### config.mk
export PLATFORM = sky130hd
export DESIGN_NAME = multicycle_control
export DESIGN_NICKNAME = d
export VERILOG_FILES = /design/src/rtl/mips16_pkg.sv /design/src/rtl/alu_op_decode.sv /design/src/rtl/multicycle_control.sv
export SDC_FILE = /design/constraint.sdc
export NUM_CORES = 1
export LEC_CHECK = 0
export CAP_MARGIN = 20
export CORE_MARGIN = 2
export CORE_UTILIZATION = 40
export CTS_CLUSTER_DIAMETER = 100
export DETAILED_ROUTE_END_ITERATION = 7
export HOLD_SLACK_MARGIN = 0.02
export PLACE_DENSITY = 0.7
export SYNTH_ARGS = -nofsm -noshare
export SYNTH_HDL_FRONTEND = slang
export SYNTH_SLANG_ARGS = --single-unit
### constraint.sdc
create_clock -name clock -period 5.23 [get_ports clock]
set_input_delay 1.046 -clock clock [delete_from_list [all_inputs] [get_ports clock]]
set_output_delay 1.046 -clock clock [all_outputs]
set_load 0.1 [all_outputs]
### src/rtl/mips16_pkg.sv
// Shared encodings for the 16-bit MIPS control and datapath:
// states, opcodes, ALU operations and ALU B-operand selects.
package mips16_pkg;

    typedef enum logic [3:0] {
        S_IDLE     = 4'd0,
        S_FETCH    = 4'd1,
        S_DECODE   = 4'd2,
        S_RTYPE_EX = 4'd3,
        S_RTYPE_WB = 4'd4,
        S_MEM_ADDR = 4'd5,
        S_MEM_RD   = 4'd6,
        S_MEM_WB   = 4'd7,
        S_MEM_WR   = 4'd8,
        S_ADDI_WB  = 4'd9,
        S_BRANCH   = 4'd10
    } state_e;

    localparam logic [3:0] OP_ADD  = 4'b0000;
    localparam logic [3:0] OP_SUB  = 4'b0001;
    localparam logic [3:0] OP_AND  = 4'b0010;
    localparam logic [3:0] OP_OR   = 4'b0011;
    localparam logic [3:0] OP_ADDI = 4'b0100;
    localparam logic [3:0] OP_LW   = 4'b0101;
    localparam logic [3:0] OP_SW   = 4'b0110;
    localparam logic [3:0] OP_SLT  = 4'b0111;
    localparam logic [3:0] OP_BEQ  = 4'b1000;
    localparam logic [3:0] OP_BNE  = 4'b1001;

    localparam logic [2:0] ALU_ADD = 3'b010;
    localparam logic [2:0] ALU_SUB = 3'b110;
    localparam logic [2:0] ALU_AND = 3'b000;
    localparam logic [2:0] ALU_OR  = 3'b001;
    localparam logic [2:0] ALU_SLT = 3'b111;

    localparam logic [1:0] SRCB_REG    = 2'b00;
    localparam logic [1:0] SRCB_FOUR   = 2'b01;
    localparam logic [1:0] SRCB_IMM    = 2'b10;
    localparam logic [1:0] SRCB_BRANCH = 2'b11;

    function automatic logic is_rtype(input logic [3:0] op);
        return (op == OP_ADD) || (op == OP_SUB) || (op == OP_AND) ||
               (op == OP_OR)  || (op == OP_SLT);
    endfunction

endpackage

### src/rtl/alu_op_decode.sv
// Combinational R-type opcode to ALU operation map; non-R-type opcodes yield add.
module alu_op_decode
    import mips16_pkg::*;
(
    input  logic [3:0] opcode,
    output logic [2:0] alu_op
);

    always_comb begin
        alu_op = ALU_ADD;
        case (opcode)
            OP_SUB:  alu_op = ALU_SUB;
            OP_AND:  alu_op = ALU_AND;
            OP_OR:   alu_op = ALU_OR;
            OP_SLT:  alu_op = ALU_SLT;
            default: alu_op = ALU_ADD;
        endcase
    end

endmodule

### src/rtl/multicycle_control.sv
// Multi-cycle sequencing FSM for the 16-bit MIPS datapath with a shared,
// ready-handshaked memory port and a retired-instruction counter.
module multicycle_control
    import mips16_pkg::*;
#(
    parameter int unsigned CNT_W = 16
) (
    input  logic             clock,
    input  logic             reset,
    input  logic             run,
    input  logic [3:0]       opcode,
    input  logic             zero,
    input  logic             mem_ready,
    output logic             pc_en,
    output logic             pc_src,
    output logic             iord,
    output logic             mem_read,
    output logic             mem_write,
    output logic             ir_write,
    output logic             reg_write,
    output logic             reg_dst,
    output logic             mem_to_reg,
    output logic             alu_src_a,
    output logic [1:0]       alu_src_b,
    output logic [2:0]       alu_op,
    output logic             instr_done,
    output logic             illegal,
    output logic [CNT_W-1:0] instr_count,
    output logic [3:0]       state
);

    state_e           state_q, state_d;
    logic [3:0]       opcode_q, opcode_d;
    logic [CNT_W-1:0] instr_count_q, instr_count_d;
    logic [2:0]       rtype_alu_op;
    state_e           boundary;

    alu_op_decode u_alu_op_decode (
        .opcode (opcode_q),
        .alu_op (rtype_alu_op)
    );

    always_ff @(posedge clock or posedge reset) begin
        if (reset) begin
            state_q       <= S_IDLE;
            opcode_q      <= 4'd0;
            instr_count_q <= '0;
        end else begin
            state_q       <= state_d;
            opcode_q      <= opcode_d;
            instr_count_q <= instr_count_d;
        end
    end

    // run is only honoured here, after the last cycle of an instruction
    assign boundary = run ? S_FETCH : S_IDLE;

    always_comb begin
        state_d    = state_q;
        pc_en      = 1'b0;
        pc_src     = 1'b0;
        iord       = 1'b0;
        mem_read   = 1'b0;
        mem_write  = 1'b0;
        ir_write   = 1'b0;
        reg_write  = 1'b0;
        reg_dst    = 1'b0;
        mem_to_reg = 1'b0;
        alu_src_a  = 1'b0;
        alu_src_b  = SRCB_REG;
        alu_op     = ALU_ADD;
        instr_done = 1'b0;
        illegal    = 1'b0;
        case (state_q)
            S_IDLE: begin
                if (run) state_d = S_FETCH;
            end
            S_FETCH: begin
                mem_read  = 1'b1;
                alu_src_b = SRCB_FOUR;
                ir_write  = mem_ready;
                pc_en     = mem_ready;
                if (mem_ready) state_d = S_DECODE;
            end
            S_DECODE: begin
                // ALUOut <= PC + (imm << 2), ready for a possible branch
                alu_src_b = SRCB_BRANCH;
                if (is_rtype(opcode)) begin
                    state_d = S_RTYPE_EX;
                end else if (opcode == OP_ADDI || opcode == OP_LW || opcode == OP_SW) begin
                    state_d = S_MEM_ADDR;
                end else if (opcode == OP_BEQ || opcode == OP_BNE) begin
                    state_d = S_BRANCH;
                end else begin
                    illegal = 1'b1;
                    state_d = boundary;
                end
            end
            S_RTYPE_EX: begin
                alu_src_a = 1'b1;
                alu_op    = rtype_alu_op;
                state_d   = S_RTYPE_WB;
            end
            S_RTYPE_WB: begin
                reg_write  = 1'b1;
                reg_dst    = 1'b1;
                instr_done = 1'b1;
                state_d    = boundary;
            end
            S_MEM_ADDR: begin
                alu_src_a = 1'b1;
                alu_src_b = SRCB_IMM;
                if (opcode_q == OP_LW)      state_d = S_MEM_RD;
                else if (opcode_q == OP_SW) state_d = S_MEM_WR;
                else                        state_d = S_ADDI_WB;
            end
            S_MEM_RD: begin
                mem_read = 1'b1;
                iord     = 1'b1;
                if (mem_ready) state_d = S_MEM_WB;
            end
            S_MEM_WB: begin
                reg_write  = 1'b1;
                mem_to_reg = 1'b1;
                instr_done = 1'b1;
                state_d    = boundary;
            end
            S_MEM_WR: begin
                mem_write  = 1'b1;
                iord       = 1'b1;
                instr_done = mem_ready;
                if (mem_ready) state_d = boundary;
            end
            S_ADDI_WB: begin
                reg_write  = 1'b1;
                instr_done = 1'b1;
                state_d    = boundary;
            end
            S_BRANCH: begin
                alu_src_a  = 1'b1;
                alu_op     = ALU_SUB;
                pc_src     = 1'b1;
                pc_en      = (opcode_q == OP_BNE) ? ~zero : zero;
                instr_done = 1'b1;
                state_d    = boundary;
            end
            default: state_d = S_IDLE;
        endcase
    end

    always_comb begin
        opcode_d      = (state_q == S_DECODE) ? opcode : opcode_q;
        instr_count_d = instr_done ? instr_count_q + CNT_W'(1) : instr_count_q;
    end

    assign instr_count = instr_count_q;
    assign state       = state_q;

endmodule

=== Yosys cells after proc, flatten, opt, wreduce, memory -nomap -nowiden ===
Cells that the tools add are included.

* Bits in registers: 24
* Input port bits: 9
* Output and inout bits: 37

* Equal/unequal tests: 30
* Reduce and logical (&&, ||, !) cells: 15
* Add/sub/neg operators: 1
* Muxes and demuxes: 30
* Bitwise logic cells: 1

{| class="wikitable"
|+ Operators by type and width
! operator !! number
|-
| 4-bit by 3-bit == test with 1-bit output, second input constant || 11
|-
| 4-bit two-way mux || 8
|-
| 4-bit case mux with 8 select lines || 1
|-
| 4-bit by 2-bit == test with 1-bit output, second input constant || 6
|-
| 4-bit == test, second input constant || 6
|-
| 16-bit by 1-bit adder with 16-bit output, second input constant || 1
|-
| 1-bit two-way mux || 16
|-
| 4-bit by 1-bit == test with 1-bit output, second input constant || 3
|-
| 3-bit case mux with 4 select lines || 1
|-
| 4-bit logical NOT || 2
|-
| 2-bit inequality test, second input constant || 4
|-
| 1-bit logical OR || 7
|-
| 2-bit case mux with 3 select lines || 1
|-
| 3-bit case mux with 2 select lines || 1
|-
| 3-bit OR reduction || 2
|-
| 1-bit case mux with 2 select lines || 2
|-
| 4-bit AND reduction || 1
|-
| 2-bit OR reduction || 2
|-
| 4-bit OR reduction || 1
|-
| 1-bit inverter || 1
|}

=== Longest topological paths before layout ===
* Depth after elaboration: 7
* Mapped depth: 7
* Depth with buffers taken out: 6

=== Modules after synthesis ===
From an unflattened synthesis, not the netlist that was laid out.

* Cells, all modules: 162
* Area, all modules: 1540.2 µm²

{| class="wikitable"
|+ Modules (own cells, without submodules)
! module !! cells each !! area an instance (µm²) !! sequential area each (µm²) !! instances
|-
| multicycle_control || 157 || 1501.4 || 600.6 || 1
|-
| alu_op_decode || 5 || 38.8 || 0.0 || 1
|}

=== Worst setup path after synthesis ===
Ideal clock, no wire load.

* Path kind: reg-to-output
* Start: register state_q[1], in the netlist state[1]
* End: output alu_op[2]
* Buffers on the path: 2
* Stages on the path, launching flop included: 5
* Arrival: 4727 ps
* Data required time: 4184 ps
* Setup slack: -543 ps
* Cell sequence: dfrtp_1 -> buf_2 -> clkbuf_1 -> nand3_1 -> o41ai_1

* Longest elaborated chain between the ends: 2
* Elaborated cells on any way between the ends: 3
* Classes of those cells: eq/ne (2); mux (1)

{| class="wikitable"
|+ RTL lines
! element !! line !! source
|-
| start: declaration || multicycle_control.sv:32 || <nowiki>state_e state_q, state_d;</nowiki>
|-
| start signal: assignment || multicycle_control.sv:49 || <nowiki>state_q <= state_d;</nowiki>
|-
| 4-bit == test or 4-bit by 2-bit == test with 1-bit output (tied branches) || multicycle_control.sv:74 || <nowiki>case (state_q)</nowiki>
|-
| 3-bit case mux with 2 select lines * || multicycle_control.sv:74 ||
|-
| end: declaration || multicycle_control.sv:25 || <nowiki>output logic [2:0] alu_op,</nowiki>
|}

Every way passes the cells marked *; elsewhere a longest branch is shown, timed or not.

=== Worst setup path in the final report ===
* Start: input mem_ready
* End: output ir_write

* Longest elaborated chain between the ends: 1

{| class="wikitable"
|+ RTL lines
! element !! line !! source
|-
| start: declaration || multicycle_control.sv:13 || <nowiki>input logic mem_ready,</nowiki>
|-
| 1-bit two-way mux || multicycle_control.sv:74 ||
|-
| end: declaration || multicycle_control.sv:19 || <nowiki>output logic ir_write,</nowiki>
|}

No other way between the ends.

==> run metrics <==
drt drc=0; DIE AREA=between 4000 and 5000 sq um; setup TNS=0 ps; clk_skew=between 5 and 6 ps; H-tree depth=1; class of the worst hold path=reg2reg; CTS Sinks=24; hpwl dp=2630 um; 1st-iter DRT viols=70; most frequent cells after synthesis=24 x dfrtp_1, 19 x nand2_1, 18 x nor2_1, 13 x xnor2_1, 8 x a21oi_1; maxcap violations=0; Fmax=approximately 250 MHz; synthesized flop and latch total=24; number of global-route vias before repair=1251; WP data required=~4200 ps; minimum clock period=3940 ps; DP Worst Slack=roughly 1300 ps; wire per inst=13.4 um; post-synth top area cell=dfrtp_1; DR vias/cell=5.34; GP Congestion=roughly 0.84; crit path kind=in2out; Startpoint Class=primary input; # resized after CTS=0; Final #Nets=222; Synth Warn #=0; Mean Syn Cell Area=8.97 sq um; 1st-pass router iterations=4; diode count=0; Final Hold Violating Endpoints=0; post-route setup slack=1290 ps; synthesized area=1530 sq um; via count=around 1400; row count=22; CTS Root Cell=clkbuf_8; RSZ-0062 raised after global routing=false; initial antenna violation count=0; grt ovf=0; Critical Path Fanout Max=5; CP arrival=2900 ps; most frequent cell after synthesis=dfrtp_1; core area=3660 sq um; register area share after synthesis=39.4%; post-synth cell types=44; Post-CTS Hold Fix Bufs=0; IO buf count=45; Die Span X=65.8 um; relative slew slack=33.4%; initial core utilization=41.7%; fin util=55.9%; I/O pins=46; # Post-CTS Setup Buffers=0; maximum number of pins on one net before global-route repair=25; EDFF count, synth=0; final period utilization=75.4%; Die H=65.8 um; global-route wire length before repair=5650 um; dominant synthesized flop cell=dfrtp_1; post-synth top area share=39.4%; Total GRT Usage=approximately 17%; worst slew pin tran=996 ps; latest clock arrival within the worst-skew pair=approximately 260 ps; Placed Area=1990 sq um; area delta synth->final=34.3%; share of cells above drive strength 1=8.53%; WL final=3470 um; Post-synth ARST share=100%; clk buf depth=2; final setup vio count=0; TritonCTS buffer count=3; top cells by area, synth=dfrtp_1 39%, xnor2_1 7.5%, nand2_1 4.7%; Net Count, Synth=180; Clock transition at path regs=approximately 80 ps; antenna-violating nets left=0; Slew Viols, Final=0; Cells after Synth=170; CTS tree=yes; outcome=finished, final reports clean; Final Cell Area=2050 sq um; Crit. End Element=output port
worst max-delay path, stage by stage:
cell	delay (ps)
clkdlybuf4s50_1	530
nand2_1	90
nor2_1	90
clkdlybuf4s50_1	1140
path summary, 6_finish.rpt:
check | slack [ps] | end | start | cells after the start
min reg2reg | 470 | instr_count[15]$_DFFE_PP0P_ | instr_count[15]$_DFFE_PP0P_ | 1
max in group asynchronous | 3420 | state[3]$_DFFE_PP0P_ | reset | 2
max reg2reg | 3130 | state[0]$_DFFE_PP0P_ | state[3]$_DFFE_PP0P_ | 5
min | 470 | instr_count[15]$_DFFE_PP0P_ | instr_count[15]$_DFFE_PP0P_ | 1
max | 1290 | ir_write | mem_ready | 4
min in group asynchronous | 1270 | instr_count[12]$_DFFE_PP0P_ | reset | 2
cells in the final DEF (no fill, tap or decap), types with 2 or more instances in the layout:
cell type,Yosys,final
xor2_1,6,6
inv_1,2,2
dfrtp_1,24,24
o211ai_1,2,2
nor2_1,18,18
mux2i_4,2,2
clkbuf_8,0,4
mux2_2,3,3
and3_1,3,3
nand2b_1,4,4
nand2b_2,2,2
xnor2_1,13,13
nand4_1,5,5
nor4_1,4,4
nand3_1,5,5
nand2_1,19,19
buf_4,1,3
a32oi_1,2,2
a21oi_1,8,8
nor3_1,4,4
clkdlybuf4s50_1,0,42
o21ai_0,4,4
o22ai_1,3,3
nor2b_1,7,7
or3_1,4,4
cell families (layout without fill, tap and decap cells):
group	Yosys count	after routing	synth area share, %
adder cells (fa/ha/maj)	1	1	0.820
XOR/XNOR	19	19	10.9
multiplexers	5	5	5.17
buffers and inverters	11	52	3.53
AO/OA/AOI/OAI	26	26	11.2
AND/OR/NAND/NOR	84	84	29.0
flip-flops	24	24	39.4
sequential cells by signal, indices dropped and copies added (netlist names):
name         count
opcode_q         4
instr_count     16
state            4
layout make-up:
cell class | instances | area, sq um
Clock buffer | 4 | 55.1
Multi-Input combinational cell | 135 | 878
Inverter | 3 | 11.3
Timing Repair Buffer | 45 | 443
Sequential cell | 24 | 601
Fill cell | 334 | 1610
Tap cell | 48 | 60.1
per-layer routing:
metal	global-route usage, %	vias to the layer above	part of all wire, %
met4	2.60	0	0.37
met1	23.2	665	46
met5	0	-	0
li1	-	682	-
met3	3.60	2	4.4
met2	27.1	34	50
stage by stage:
step	hold slack [ps]	cells
floorplan	553	170
global placement	456	255
detailed placement	461	255
CTS	473	259
global route	491	259
finish	466	259
Power is not shown: default switching activity piles up to over one toggle a cycle in this logic, so the estimate is an artifact.
